**src/rtl/sign_narrow.sv**
```systemverilog
// sign_narrow: finds the minimum signed width of a two's-complement word.
// The word is scanned one bit per cycle, starting just below the MSB.
// The value is then narrowed to OUT_W bits, saturating when it does not fit.
// Valid/ready handshakes on both sides; only one word is in flight at a time.
module sign_narrow #(
  parameter int IN_W  = 8,
  parameter int OUT_W = 4,
  parameter int WW    = $clog2(IN_W) + 1
) (
  input  logic             clk,
  input  logic             rst_n,
  input  logic             in_valid,
  output logic             in_ready,
  input  logic [IN_W-1:0]  in_data,
  output logic             out_valid,
  input  logic             out_ready,
  output logic [OUT_W-1:0] out_data,
  output logic             out_fits,
  output logic [WW-1:0]    out_width,
  output logic [7:0]       sat_cnt
);

  // The scan pointer only ever indexes bits IN_W-2 down to 0.
  localparam int PW = $clog2(IN_W);

  // Saturation codes. For OUT_W = 1 these reduce to 0 and 1 (i.e. 0 and -1).
  localparam logic [OUT_W-1:0] MIN_NEG = OUT_W'(1) << (OUT_W - 1);
  localparam logic [OUT_W-1:0] MAX_POS = ~MIN_NEG;

  typedef enum logic [1:0] {
    IDLE = 2'd0,
    SCAN = 2'd1,
    DONE = 2'd2
  } state_t;

  state_t            state_reg, state_next;
  logic [IN_W-1:0]   word_reg, word_next;
  logic              sign_reg, sign_next;
  logic [PW-1:0]     ptr_reg, ptr_next;
  logic              valid_reg, valid_next;
  logic [OUT_W-1:0]  data_reg, data_next;
  logic              fits_reg, fits_next;
  logic [WW-1:0]     width_reg, width_next;
  logic [7:0]        sat_reg, sat_next;

  // Per-bit "differs from the sign bit" flags of the latched word.
  logic [IN_W-1:0]   diff;

  genvar gi;
  generate
    for (gi = 0; gi < IN_W; gi++) begin : g_diff
      assign diff[gi] = word_reg[gi] ^ sign_reg;
    end
  endgenerate

  // Scan step decode: the bit at ptr either ends the scan or the pointer moves down.
  logic              hit;
  logic              last;
  logic [WW-1:0]     min_width;
  logic              width_fits;
  logic [OUT_W-1:0]  narrowed;

  assign hit        = diff[ptr_reg];
  assign last       = (ptr_reg == '0);
  // A mismatch at bit i means bits IN_W-1..i+1 are redundant copies of the sign,
  // so the value needs bits i..0 plus one sign bit: i+2 bits in total.
  assign min_width  = hit ? (WW'(ptr_reg) + WW'(2)) : WW'(1);
  assign width_fits = (min_width <= WW'(OUT_W));
  assign narrowed   = width_fits ? word_reg[OUT_W-1:0]
                                 : (sign_reg ? MIN_NEG : MAX_POS);

  // Next-state and next-register logic for the IDLE/SCAN/DONE sequence.
  always_comb begin
    state_next = state_reg;
    word_next  = word_reg;
    sign_next  = sign_reg;
    ptr_next   = ptr_reg;
    valid_next = valid_reg;
    data_next  = data_reg;
    fits_next  = fits_reg;
    width_next = width_reg;
    sat_next   = sat_reg;

    case (state_reg)
      IDLE: begin
        if (in_valid) begin
          word_next  = in_data;
          sign_next  = in_data[IN_W-1];
          ptr_next   = PW'(IN_W - 2);
          state_next = SCAN;
        end
      end

      SCAN: begin
        if (hit || last) begin
          state_next = DONE;
          valid_next = 1'b1;
          width_next = min_width;
          fits_next  = width_fits;
          data_next  = narrowed;
        end else begin
          ptr_next = ptr_reg - PW'(1);
        end
      end

      DONE: begin
        if (out_ready) begin
          state_next = IDLE;
          valid_next = 1'b0;
          if (!fits_reg) begin
            sat_next = sat_reg + 8'd1;
          end
        end
      end

      default: begin
        state_next = IDLE;
        valid_next = 1'b0;
      end
    endcase
  end

  // State and result registers; a low rst_n abandons any word in flight.
  always_ff @(posedge clk) begin
    if (!rst_n) begin
      state_reg <= IDLE;
      word_reg  <= '0;
      sign_reg  <= 1'b0;
      ptr_reg   <= '0;
      valid_reg <= 1'b0;
      data_reg  <= '0;
      fits_reg  <= 1'b0;
      width_reg <= '0;
      sat_reg   <= '0;
    end else begin
      state_reg <= state_next;
      word_reg  <= word_next;
      sign_reg  <= sign_next;
      ptr_reg   <= ptr_next;
      valid_reg <= valid_next;
      data_reg  <= data_next;
      fits_reg  <= fits_next;
      width_reg <= width_next;
      sat_reg   <= sat_next;
    end
  end

  // Accept only when idle and out of reset, so reset never swallows a word.
  assign in_ready  = rst_n && (state_reg == IDLE);
  assign out_valid = valid_reg;
  assign out_data  = data_reg;
  assign out_fits  = fits_reg;
  assign out_width = width_reg;
  assign sat_cnt   = sat_reg;

endmodule

```
**config.mk**
```make
export PLATFORM = sky130hd
export DESIGN_NAME = sign_narrow
export DESIGN_NICKNAME = d
export VERILOG_FILES = /design/src/rtl/sign_narrow.sv
export SDC_FILE = /design/constraint.sdc
export NUM_CORES = 1
export LEC_CHECK = 0
export BUFFER_PORTS_ARGS = -buffer_cell sky130_fd_sc_hd__buf_4
export CAP_MARGIN = 20
export CORE_UTILIZATION = 54
export DETAILED_ROUTE_END_ITERATION = 8
export PLACE_DENSITY = 0.91
export SYNTH_ARGS = -nofsm -noshare
export SYNTH_HDL_FRONTEND = slang
export SYNTH_SLANG_ARGS = --single-unit
```
**constraint.sdc**
```tcl
create_clock -name clk -period 2.8 [get_ports clk]
set_input_delay 0.14 -clock clk [delete_from_list [all_inputs] [get_ports clk]]
set_output_delay 0.14 -clock clk [all_outputs]
set_load 0.02 [all_outputs]
```
Word level (Yosys, flattened, before mapping)
Cells that the tools add are included.
- shifts and indexed selects: 0
- $mul: 0
- eq/ne operators: 6
- add/sub/neg operators: 3
- bitwise gates (word level): 10
- reduce and logical (&&, ||, !) cells: 11
- $lt $le $gt $ge: 2
- div/mod/pow operators: 0
- multiplexer cells: 15
- operators with widths (kind ; count):
    $mux W4 ; 3
    $reduce_and A3 Y1 ; 4
    $add A8 B1 Y8 const B ; 1
    $ne A2 B2 Y1 const B ; 4
    $xor A1 B1 Y1 ; 8
    $mux W2 ; 3
    $mux W3 ; 2
    $pmux W2 S3 ; 1
    $pmux W3 S2 ; 1
    $add A3 B2 Y4 const B ; 1
    $le A4 B3 Y1 const B ; 1
    $lt A3 B4 Y1 const B ; 1
    $reduce_and A2 Y1 ; 2
    $bmux W1 S3 ; 1
    $logic_not A3 Y1 ; 1
    $mux W1 ; 3
    $pmux W1 S3 ; 1
    $sub A3 B1 Y3 const B ; 1
    $eq A2 B1 Y1 const B ; 1
    $eq A2 B2 Y1 const B ; 1
    $logic_not A2 Y1 ; 1
    $not A1 Y1 ; 2
    $reduce_bool A2 Y1 ; 1
    $logic_and A1 B1 Y1 ; 1
    $logic_or A1 B1 Y1 ; 1
- memories: 0
- latch bits: 0
- flip-flop bits (word level): 32
- RAM bits: 0
- input bits: 12
- output and inout bits: 19
- memory bits (read-only): 0

Depth between registers and ports, before layout
- depth after elaboration: 6
- gate-level depth with buffers: 8
- depth with buffers taken out: 7

Worst setup path before layout
No wires, ideal clock.
- kind: register -> register
- start point: register ptr_reg[1]
- end point: register data_reg[0], in the netlist out_data[0]
- path buffers: 1
- data arrival time: 1.812 ns
- setup time: 0.134 ns
- slack: 0.854 ns
- stages on the path, launching flop included: 7
- path through: dfxtp_1 buf_6 mux2i_1 mux2_4 a211o_2 a221oi_2 a211oi_1
- longest elaborated chain between the ends: 5
- RTL lines (element ; line ; source):
    from (decl) ; 39 ; logic [PW-1:0] ptr_reg, ptr_next;
    from (signal assigned) ; 139 ; ptr_reg <= ptr_next;
    $bmux W1 S3 ; 63 ; assign hit = diff[ptr_reg];
    $mux W1 (not written as such) ; 63 ;
    $mux W4 ; 67 ; assign min_width = hit ? (WW'(ptr_reg) + WW'(2)) : WW'(1);
    $le A4 B3 Y1 ; 68 ; assign width_fits = (min_width <= WW'(OUT_W));
    $mux W4 ; 69 ; assign narrowed = width_fits ? word_reg[OUT_W-1:0]
    to (signal assigned) ; 141 ; data_reg <= data_next;
    to (decl) ; 41 ; logic [OUT_W-1:0] data_reg, data_next;
Several ways; a longest one is shown, not always the timed one. The select of a mux whose other input is x is not followed.
A chain may end at the register's enable or synchronous reset.

Final worst setup path
- start point: register ptr_reg[1]
- end point: register data_reg[1], in the netlist out_data[1]
Same word-level chain as after synthesis.

==> run summary <==
status: finished clean
vias in the first global route: 1338
Post-DP HPWL: 2488 um
RSZ-0062 raised after global routing: false
routed length per instance: 14.69 um
postcts setup bufs: 0
vias: 1360
critical path class: register to register
Post-Synthesis Cells: 170
Data arrival, critical path: 2.44 ns
CP endpoint kind: register
Seq/Total Area, Yosys: 0.4029
Min Hold Slack: 0.03647 ns
row cnt: 19
design area: 1817 um^2
Peak VDD IR: 491.4 uV
Netlist cell types: 43
Vias/cell: 5.913
CTS Sinks: 31
Bufs on Longest Clock Path: 2
number of DRC markers in iteration 0: 32
Yosys top cell area share: 0.4029
max_cap viols: 0
number of flops mapped to enable cells by yosys: 0
# diodes: 0
area leader, netlist: dfxtp_1
Total Neg Setup Slack: 0 ns
DRC Markers: 0
gr ovfl total: 0
Crit path required time: 3.01 ns
H-tree depth: 2
initial antenna violation count: 0
cell area after synthesis: 1540 um^2
final antenna-violating net count: 0
Min-Delay Path Class: input pin to register
nets@finish: 215
Initial Util: 0.5634
die area: 3070 um^2
Worst-Margin Slew: 0.7245 ns
nature of the critical path startpoint: register
Mapped Nets: 186
Ys Warns: 0
Num CTS Buffers: 5
GRT Util Overall: 0.2396
Static Leakage: 0.7452 nW
Yosys reg bits: 31
Final Cycle Share: 0.7958
CP Max Fanout: 9
Top Ports: 31
asr flop ratio synth: 0
Port Buf Inserts: 30
share of cells above drive strength 1: 0.2412
first-pass GRT wire length: 5720 um
CTS Root Cell: clkbuf_4
Syn-to-layout area delta: 17.95%
Setup Skew: 0.008357 ns
top post-synthesis cells by area: dfxtp_1 (40%), a21oi_1 (5.8%), nand2_1 (4.6%)
die height: 55.41 um
f_max: 448.8 MHz
top_reg_cell synth: dfxtp_1
placed inst area: 1760 um^2
1st-pass router iterations: 4
PwrDens: 601.9 nW/um^2
CTS tree: yes
Slew Viols, Final: 0
CTS resizes: 0
Hold Fails Final Rpt: 0
core area: 2734 um^2
gp weighted congestion: 0.8823
average cell area after synthesis: 9.060 um^2
final wirelength: 3378 um
clock transition at the registers of the reported paths: 0.10 ns
clock latency on the worst-skew pair: 0.34 ns
minimum clock period: 2.228 ns
die width: 55.41 um
relative slew slack: 0.5140
hold buffer count at cts: 0
largest net degree at the start of global routing: 27
Setup-failing EPs final: 0
path summary, 6_finish.rpt:
kind                             from                  endpoint  slack [ns]  cells after the start
max           ptr_reg[1]$_SDFFE_PN0P_  out_data[1]$_SDFFE_PN0P_        0.57                      5
min                        in_data[1]  word_reg[1]$_SDFFE_PN0P_        0.04                      3
max reg2reg   ptr_reg[1]$_SDFFE_PN0P_  out_data[1]$_SDFFE_PN0P_        0.57                      5
min reg2reg  word_reg[5]$_SDFFE_PN0P_  word_reg[5]$_SDFFE_PN0P_        0.48                      2
final cells by class:
| cell class | instances | area [um^2] |
|---|---|---|
| timing repair buffer | 31 | 232.7 |
| tap | 31 | 38.79 |
| clock inverter | 1 | 5.005 |
| inverter | 5 | 18.77 |
| fill | 223 | 917.1 |
| multi-input combinational | 125 | 849.6 |
| clock buffer | 6 | 51.30 |
| sequential | 31 | 620.6 |
routing by layer:
layer,share of wire,global-route usage,vias up
met5,0,0,-
met4,0.031,0.1286,0
met3,0.049,0.07963,13
met2,0.50,0.4131,41
met1,0.42,0.2574,646
li1,-,-,660
cells in the mapped netlist, drive strengths merged (2+ instances only):
cell / count
xnor2: 3
dfxtp: 31
a211oi: 6
ha: 4
clkbuf: 3
nand2b: 3
and3: 3
a21boi: 3
a21oi: 19
nor2: 13
nand4: 3
o311a: 2
nor3: 3
nand2: 19
mux2i: 7
inv: 4
xor2: 5
nand3: 4
buf: 6
nor2b: 2
o21ai: 7
nor3b: 3
o21a: 4
where the power goes:
group / switching [W] / internal, W
clock network: 0.000158 / 0.000116
logic: 0.000179 / 0.000125
registers: 0.0000394 / 0.000476
critical path: stages (launching register included):
cell and delay, ns:
dfxtp_1 0.55, mux2i_1 0.29, mux2_4 0.36, a211o_2 0.40, a221oi_2 0.37, a211oi_1 0.13
cell families after synthesis:
kind of cell             Yosys count  synth area share
AND/OR/NAND/NOR                   58            0.1868
AO/OA/AOI/OAI                     47            0.2210
flip-flops                        31            0.4029
buffers and inverters             14           0.04549
XOR/XNOR                           8           0.04549
multiplexers                       8           0.06580
adder cells (fa/ha/maj)            4           0.03250
per-stage QoR:
stage | setup WS [ns] | std cells | power [W] | util
after floorplan | 0.8542 | 170 | 0.0007446 | -
after global placement | 0.7115 | 223 | 0.0008099 | 0.6439
after detailed placement | 0.6092 | 223 | 0.0008255 | 0.6439
after CTS | 0.5860 | 230 | 0.001093 | 0.6645
after global routing | 0.3898 | 230 | 0.001153 | 0.6645
final | 0.5716 | 230 | 0.001094 | 0.6645
cell usage in the layout (no fill, tap or decap), types with 2 or more instances in the layout:
cell type  count
a211oi_1       4
a211oi_2       2
a21boi_0       3
a21oi_1       18
and3_1         3
buf_4         31
clkbuf_4       5
dfxtp_1       31
ha_1           4
inv_1          4
mux2i_1        5
nand2_1       19
nand2b_1       3
nand3_1        4
nand4_1        3
nor2_1        13
nor2b_1        2
nor3_1         3
nor3b_1        3
o21a_1         4
o21ai_0        6
o311a_1        2
xnor2_1        3
xor2_1         5
(Power assumes the default switching activity.)
